`src/rtl/timer_ctrl.sv`:
```
// Command-driven timer: START/STOP/RESUME/CLEAR control of a one-shot or periodic counter.
// Optional prescaler enabled by defining TIMER_CTRL_PRESCALE_EN (adds cmd_div port).
module timer_ctrl #(
    parameter int WIDTH = 8,
    parameter int PRE_W = 4
) (
    input  logic             clk,
    input  logic             rst,
    input  logic             cmd_valid,
    output logic             cmd_ready,
    input  logic [1:0]       cmd_op,
    input  logic [WIDTH-1:0] cmd_limit,
    input  logic             cmd_periodic,
`ifdef TIMER_CTRL_PRESCALE_EN
    input  logic [PRE_W-1:0] cmd_div,
`endif
    output logic [WIDTH-1:0] count,
    output logic             busy,
    output logic             done,
    output logic [7:0]       wrap_cnt
);

    typedef enum logic [1:0] {IDLE, RUN, PAUSE, DONE} state_t;

    localparam logic [1:0] OP_START  = 2'b00;
    localparam logic [1:0] OP_STOP   = 2'b01;
    localparam logic [1:0] OP_RESUME = 2'b10;
    localparam logic [1:0] OP_CLEAR  = 2'b11;

    state_t           state;
    logic [WIDTH-1:0] limit_r;
    logic             periodic_r;
    logic             accept;
    logic             tick;

    assign accept = cmd_valid & cmd_ready;

    function automatic logic [7:0] sat_inc8(input logic [7:0] v);
        return (v == 8'hFF) ? v : v + 8'd1;
    endfunction

`ifdef TIMER_CTRL_PRESCALE_EN
    logic [PRE_W-1:0] div_r;
    logic [PRE_W-1:0] pre_cnt;

    assign tick = (pre_cnt == div_r);

    // Prescaler restarts on every START, RESUME or CLEAR so the first tick is a full period away.
    always_ff @(posedge clk) begin
        if (rst) begin
            pre_cnt <= '0;
        end else if (accept && cmd_op != OP_STOP) begin
            pre_cnt <= '0;
        end else if (state == RUN) begin
            pre_cnt <= tick ? '0 : pre_cnt + PRE_W'(1);
        end
    end

    always_ff @(posedge clk) begin
        if (accept && cmd_op == OP_START) begin
            div_r <= cmd_div;
        end
    end
`else
    assign tick = 1'b1;
`endif

    always_ff @(posedge clk) begin
        if (accept && cmd_op == OP_START) begin
            limit_r    <= cmd_limit;
            periodic_r <= cmd_periodic;
        end
    end

    // Accepted commands take priority over a tick in the same cycle; that tick is dropped.
    always_ff @(posedge clk) begin
        if (rst) begin
            state     <= IDLE;
            count     <= '0;
            wrap_cnt  <= '0;
            done      <= 1'b0;
            busy      <= 1'b0;
            cmd_ready <= 1'b0;
        end else if (accept) begin
            cmd_ready <= 1'b0;
            done      <= 1'b0;
            case (cmd_op)
                OP_START: begin
                    state    <= RUN;
                    busy     <= 1'b1;
                    count    <= '0;
                    wrap_cnt <= '0;
                end
                OP_STOP: begin
                    if (state == RUN) begin
                        state <= PAUSE;
                    end
                end
                OP_RESUME: begin
                    if (state == PAUSE) begin
                        state <= RUN;
                    end
                end
                default: begin
                    state    <= IDLE;
                    busy     <= 1'b0;
                    count    <= '0;
                    wrap_cnt <= '0;
                end
            endcase
        end else begin
            cmd_ready <= 1'b1;
            done      <= 1'b0;
            if (state == RUN && tick) begin
                if (count == limit_r) begin
                    done <= 1'b1;
                    if (periodic_r) begin
                        count    <= '0;
                        wrap_cnt <= sat_inc8(wrap_cnt);
                    end else begin
                        state <= DONE;
                        busy  <= 1'b0;
                    end
                end else begin
                    count <= count + WIDTH'(1);
                end
            end
        end
    end

endmodule

```
`config.mk`:
```
export PLATFORM = sky130hd
export DESIGN_NAME = timer_ctrl
export DESIGN_NICKNAME = d
export VERILOG_FILES = /design/src/rtl/timer_ctrl.sv
export SDC_FILE = /design/constraint.sdc
export NUM_CORES = 1
export LEC_CHECK = 0
export BUFFER_PORTS_ARGS = -buffer_cell sky130_fd_sc_hd__buf_2
export CORE_UTILIZATION = 30
export DETAILED_ROUTE_END_ITERATION = 10
export SETUP_SLACK_MARGIN = 0.15
export SLEW_MARGIN = 20
export SYNTH_ARGS = -nofsm -noshare
export SYNTH_HDL_FRONTEND = slang
export SYNTH_SLANG_ARGS = --single-unit
```
`constraint.sdc`:
```
create_clock -name clk -period 4.6 [get_ports clk]
set_clock_uncertainty 0.1 [all_clocks]
set_input_delay 0.23 -clock clk [delete_from_list [all_inputs] [get_ports clk]]
set_output_delay 0.23 -clock clk [all_outputs]
set_load 0.02 [all_outputs]
```
* After elaboration in Yosys (flattened, before gate mapping)
Cells that the tools add are included.
Word-level totals: bits in registers 30, bits of input ports 14, output and inout port bits 19, word-level logic and storage cells 59
Cells by class: add/subtract/negate cells 2, eq/ne operators 12, mux-type cells 24, bitwise gates (word level) 2, reductions and logical operators 11
Operators with widths (number):
- $mux 8 | 10
- $add 8x1->8 const B | 2
- $mux 2 | 6
- $reduce_and 5->1 | 2
- $eq 8x8->1 | 1
- $eq 8x8->1 const B | 1
- $mux 1 | 6
- $ne 2x2->1 const B | 3
- $ne 3x3->1 const B | 2
- $pmux 2 s3 | 1
- $reduce_bool 2->1 | 3
- $eq 2x1->1 const B | 2
- $eq 2x2->1 const B | 2
- $reduce_and 4->1 | 1
- $reduce_and 3->1 | 1
- $reduce_or 3->1 | 1
- $logic_not 2->1 | 1
- $ne 2x1->1 const B | 1
- $pmux 1 s2 | 1
- $reduce_or 2->1 | 1
- $and 1x1->1 | 1
- $logic_and 1x1->1 | 1
- $not 1->1 | 1

* Depth between registers and ports, before layout
word-level depth 6, gate-level depth with buffers 8, depth with buffers taken out 7

* Worst setup path before layout
OpenSTA, ideal clock, no wires.
path type register to register, start register wrap_cnt[0], end register wrap_cnt[7], setup time 91 ps, arrival time 1717 ps, required time 4409 ps, path slack 2692 ps, cell stages (with the launch flop) 7, buffers on the path 0, period minus slack after synthesis 1908 ps, path through dfxtp_1 -> ha_1 -> nand3_1 -> nor3_1 -> o31ai_4 -> a21o_2 -> a311oi_1
On the way: cells in the longest elaborated chain, start to end 6, elaborated cells between the ends (all ways) 9, classes of those cells add/sub (1); eq/ne (2); mux (5); reduce/logical (1)
Ends and longest elaborated chain:
- start: declaration | RTL line 20 | output logic [7:0] wrap_cnt
- start signal: assignment | RTL line 119 | wrap_cnt <= sat_inc8(wrap_cnt);
- $add 8x1->8 | RTL line 39 | return (v == 8'hFF) ? v : v + 8'd1;
- $mux 8 | RTL line 39
- $mux 8 | RTL line 117 | if (periodic_r) begin
- $mux 8 | RTL line 115 | if (count == limit_r) begin
- $mux 8 | RTL line 114 | if (state == RUN && tick) begin
- $mux 8 | RTL line 84 | end else if (accept) begin
Parallel ways exist; a longest one is shown, timed or not. The select of a mux whose other input is x is not followed. A chain may end at the register's enable or synchronous reset.

* Worst setup path after layout
Ends and elaborated chain as after synthesis.

==> flow_summary.yaml <==
global_route:
  met3_usage_pct: 3.84
  grt_pass1_wl_um: 6230
  grt.busiest_layer: "met2"
  grt_util_met2_pct: 24.2
  grt.overflow.total: 0
  antenna_found_initial: 0
  grtUsageTotal_pct: 14.7
  grt_pass1_vias: 1333
  met1_usage_pct: 18.6
  grt_max_degree: 14
cts:
  postCtsSetupRepairBufs: 0
  clk_pin_slew_ns: 0.06
  cts_tree: "done"
  postCtsHoldBufs: 0
  clock_latency_ns: 0.28
  cts_resized: 0
  htree_levels: 2
  clk_path_buf_depth: 2
  numCtsBuffers: 5
  cts_sinks: 30
  clockRootBuffer: "clkbuf_8"
drt:
  drt_first_pass_iters: 4
  drt_wl_total_um: 3750
  wl_per_cell_um: 13.6
  vias_per_cell: 5.03
  first_iter_violations: 52
  antenna_left: 0
  drc: 0
  num_vias: 1383
synth:
  syn_area_sq_um: 1620
  yosysMostFrequentCell: "dfxtp_1"
  synth.area.mux_share_pct: 0
  synth-async-reset-ratio_pct: 0
  synthAdderAreaFrac_pct: 4.63
  synthFlopType: "dfxtp_1"
  yosysUniqueCellTypes: 44
  synth_compound_area_share_pct: 23.6
  synth_area_leader_cell: "dfxtp_1"
  synth_xor_area_share_pct: 4.78
  synthTopCellsByCount: "21 x dfxtp_1, 17 x a21oi_1, 13 x nand2_1, 13 x nand3_1, 9 x edfxtp_1"
  synthDominantCellAreaShare_pct: 25.9
  avgSynthCellArea_sq_um: 9.60
  synth.ff_latch_count: 30
  synth_cells: 169
  synth_top_family_by_area: "compound AO/OA/AOI/OAI gates"
  ys_seq_area_share_pct: 42.6
  yosysWarnings: 0
  synth_nets: 189
  synth_edf_count: 9
  synth-simple-area-share_pct: 22.1
  netlist_top_cells_area: "dfxtp_1 26%, edfxtp_1 17%, a21oi_1 5.2%, ha_1 4.6%, nand3_1 4.0%"
power:
  p_int_uw: 413
  p_sw_uw: 130
  pwr-share-comb_pct: 8.2
  power_uw: 544
  power_density_nw_per_um2: 280
  seqPwrFrac_pct: 51.5
  p_sw_share_pct: 24.0
  clkPwrFrac_pct: 40.3
  p_leak_uw: 0.000740
  vdd_drop_max_uv: 106
die:
  die_x_um: 75.6
  fp.dieH_um: 75.6
  dieArea_sq_um: 5710
  pin_count: 33
  core_sq_um: 5170
  row_count: 26
  start_util_pct: 31.4
worst_setup_path:
  slowest_stage: "dfxtp_1"
  cp_max_fo: 7
  path_cells: "ha_1 -> nand3_1 -> nor3_1 -> o31ai_4 -> a21o_2 -> a311oi_1"
  arrival_ns: 2.08
  cp-start-kind: "register"
  path_delay_family: "compound AO/OA/AOI/OAI gates"
  critical_path.endpoint: "wrap_cnt[7]$_SDFFE_PP0P_"
  cp_num_buf_inv: 0
  startpoint: "wrap_cnt[0]$_SDFFE_PP0P_"
  critical_path_required_ns: 4.70
  r2r_end: "wrap_cnt[7]$_SDFFE_PP0P_"
  criticalPathCategory: "register to register"
  r2r-start: "wrap_cnt[0]$_SDFFE_PP0P_"
  end_kind: "register"
  worstSetupPathDepth: 6
  max_stage_delay_ns: 0.42
  r2r_setup_slack_ns: 2.61
  rr_worst_depth: 6
final_layout:
  nets: 224
  instances_no_fill: 275
  final_util_pct: 37.6
  layout-drive-gt1-share_pct: 24.9
  area_delta_synth_final_pct: 19.9
  diodes: 0
status:
  status: "finished, final reports clean"
worst_hold_path:
  min_path_type: "primary input to register"
  hold_path_depth: 1
placement:
  dp.cells: 267
  dpl.hpwl_um: 2710
  gp_congestion: 0.749
  portBuffers: 32
timing:
  rsz0062_at_grt: "no"
  worstMarginPinSlew_ns: 0.772
  finalSetupViolations: 0
  timing_max_transition_violations_final: 0
  slew_headroom_pct: 48.3
  hold_viol_final: 0
  finalCritPeriodShare_pct: 43.2
  finalSetupTns_ns: 0
  worst_hold_slack_ns: 0.0210
  period_minus_slack_ns: 1.99
  fmax_mhz: 503
flow_run:
  max_cap_violations: 0
metrics by stage:
| stage | worst slack, ns | cell area [sq um] |
|---|---|---|
| finish | 2.61 | 1950 |
| global route | 2.44 | 1950 |
| CTS | 2.63 | 1950 |
| detailed placement | 2.54 | 1850 |
| global placement | 2.59 | 1850 |
| floorplan | 2.69 | 1620 |
flip-flops by register name, indices dropped and copies added (netlist names):
register and count:
cmd_ready 1, done 1, wrap_cnt 8, limit_r 8, state 2, count 8, busy 1, periodic_r 1
layout by cell type, fill, tap and decap left out, drive strengths merged, types with 3 or more instances in the layout:
| master | synthesis | layout |
|---|---|---|
| buf | 1 | 32 |
| dfxtp | 21 | 21 |
| a21oi | 17 | 17 |
| nand2 | 14 | 14 |
| nand3 | 13 | 13 |
| edfxtp | 9 | 9 |
| o21ai | 9 | 9 |
| xnor2 | 8 | 8 |
| a21o | 7 | 7 |
| clkbuf | 3 | 7 |
| inv | 6 | 6 |
| a31oi | 6 | 6 |
| ha | 6 | 6 |
| nor2 | 6 | 6 |
| and3 | 4 | 4 |
| or3 | 4 | 4 |
| nand2b | 4 | 4 |
| a311oi | 4 | 4 |
| and2 | 3 | 3 |
| nand4 | 3 | 3 |
worst reg2reg max path, stage by stage, from the launching register on:
cell and delay [ns]:
dfxtp_1 0.42, ha_1 0.25, nand3_1 0.15, nor3_1 0.35, o31ai_4 0.12, a21o_2 0.26, a311oi_1 0.25
area by class of cell:
type	instances	area, sq um
multi-input combinational	129	893
inverter	6	22.5
tap	70	87.6
clock inverter	1	5.00
timing repair buffer	32	160
clock buffer	7	86.3
fill	542	3230
sequential	30	691
metal layers:
metal / up-vias / routed length [um]
li1: 705 / -
met1: 642 / 1770
met2: 31 / 1780
met3: 5 / 140
met4: 0 / 55
met5: - / 0
power groups by stage:
stage          sequential (uW)  clock [uW]  combinational, uW
6_report                   280         219               44.7
3_5_place_dp               286           0               44.6
4_1_cts                    280         227               44.9
5_1_grt                    281         234               50.3
2_1_floorplan              288           0               27.4
3_3_place_gp               286           0               44.4
cells by family after synthesis:
kind of cell | Yosys count
and+or+nand+nor | 62
adders and majority gates | 6
buffers and inverters | 10
AOI/OAI and AO/OA | 53
DFF | 30
xor gates and xnor gates | 8
how the worst min path moves through the flow:
stage	to	slack, ns	start
finish	limit_r[4]$_DFFE_PP_	0.02	cmd_limit[4]
global route	limit_r[4]$_DFFE_PP_	0.01	cmd_limit[4]
CTS	limit_r[7]$_DFFE_PP_	0.009	cmd_limit[7]
detailed placement	limit_r[7]$_DFFE_PP_	0.31	cmd_limit[7]
global placement	limit_r[7]$_DFFE_PP_	0.31	cmd_limit[7]
floorplan	limit_r[0]$_DFFE_PP_	0.23	cmd_limit[0]
Power figures use the tool's default switching activity.
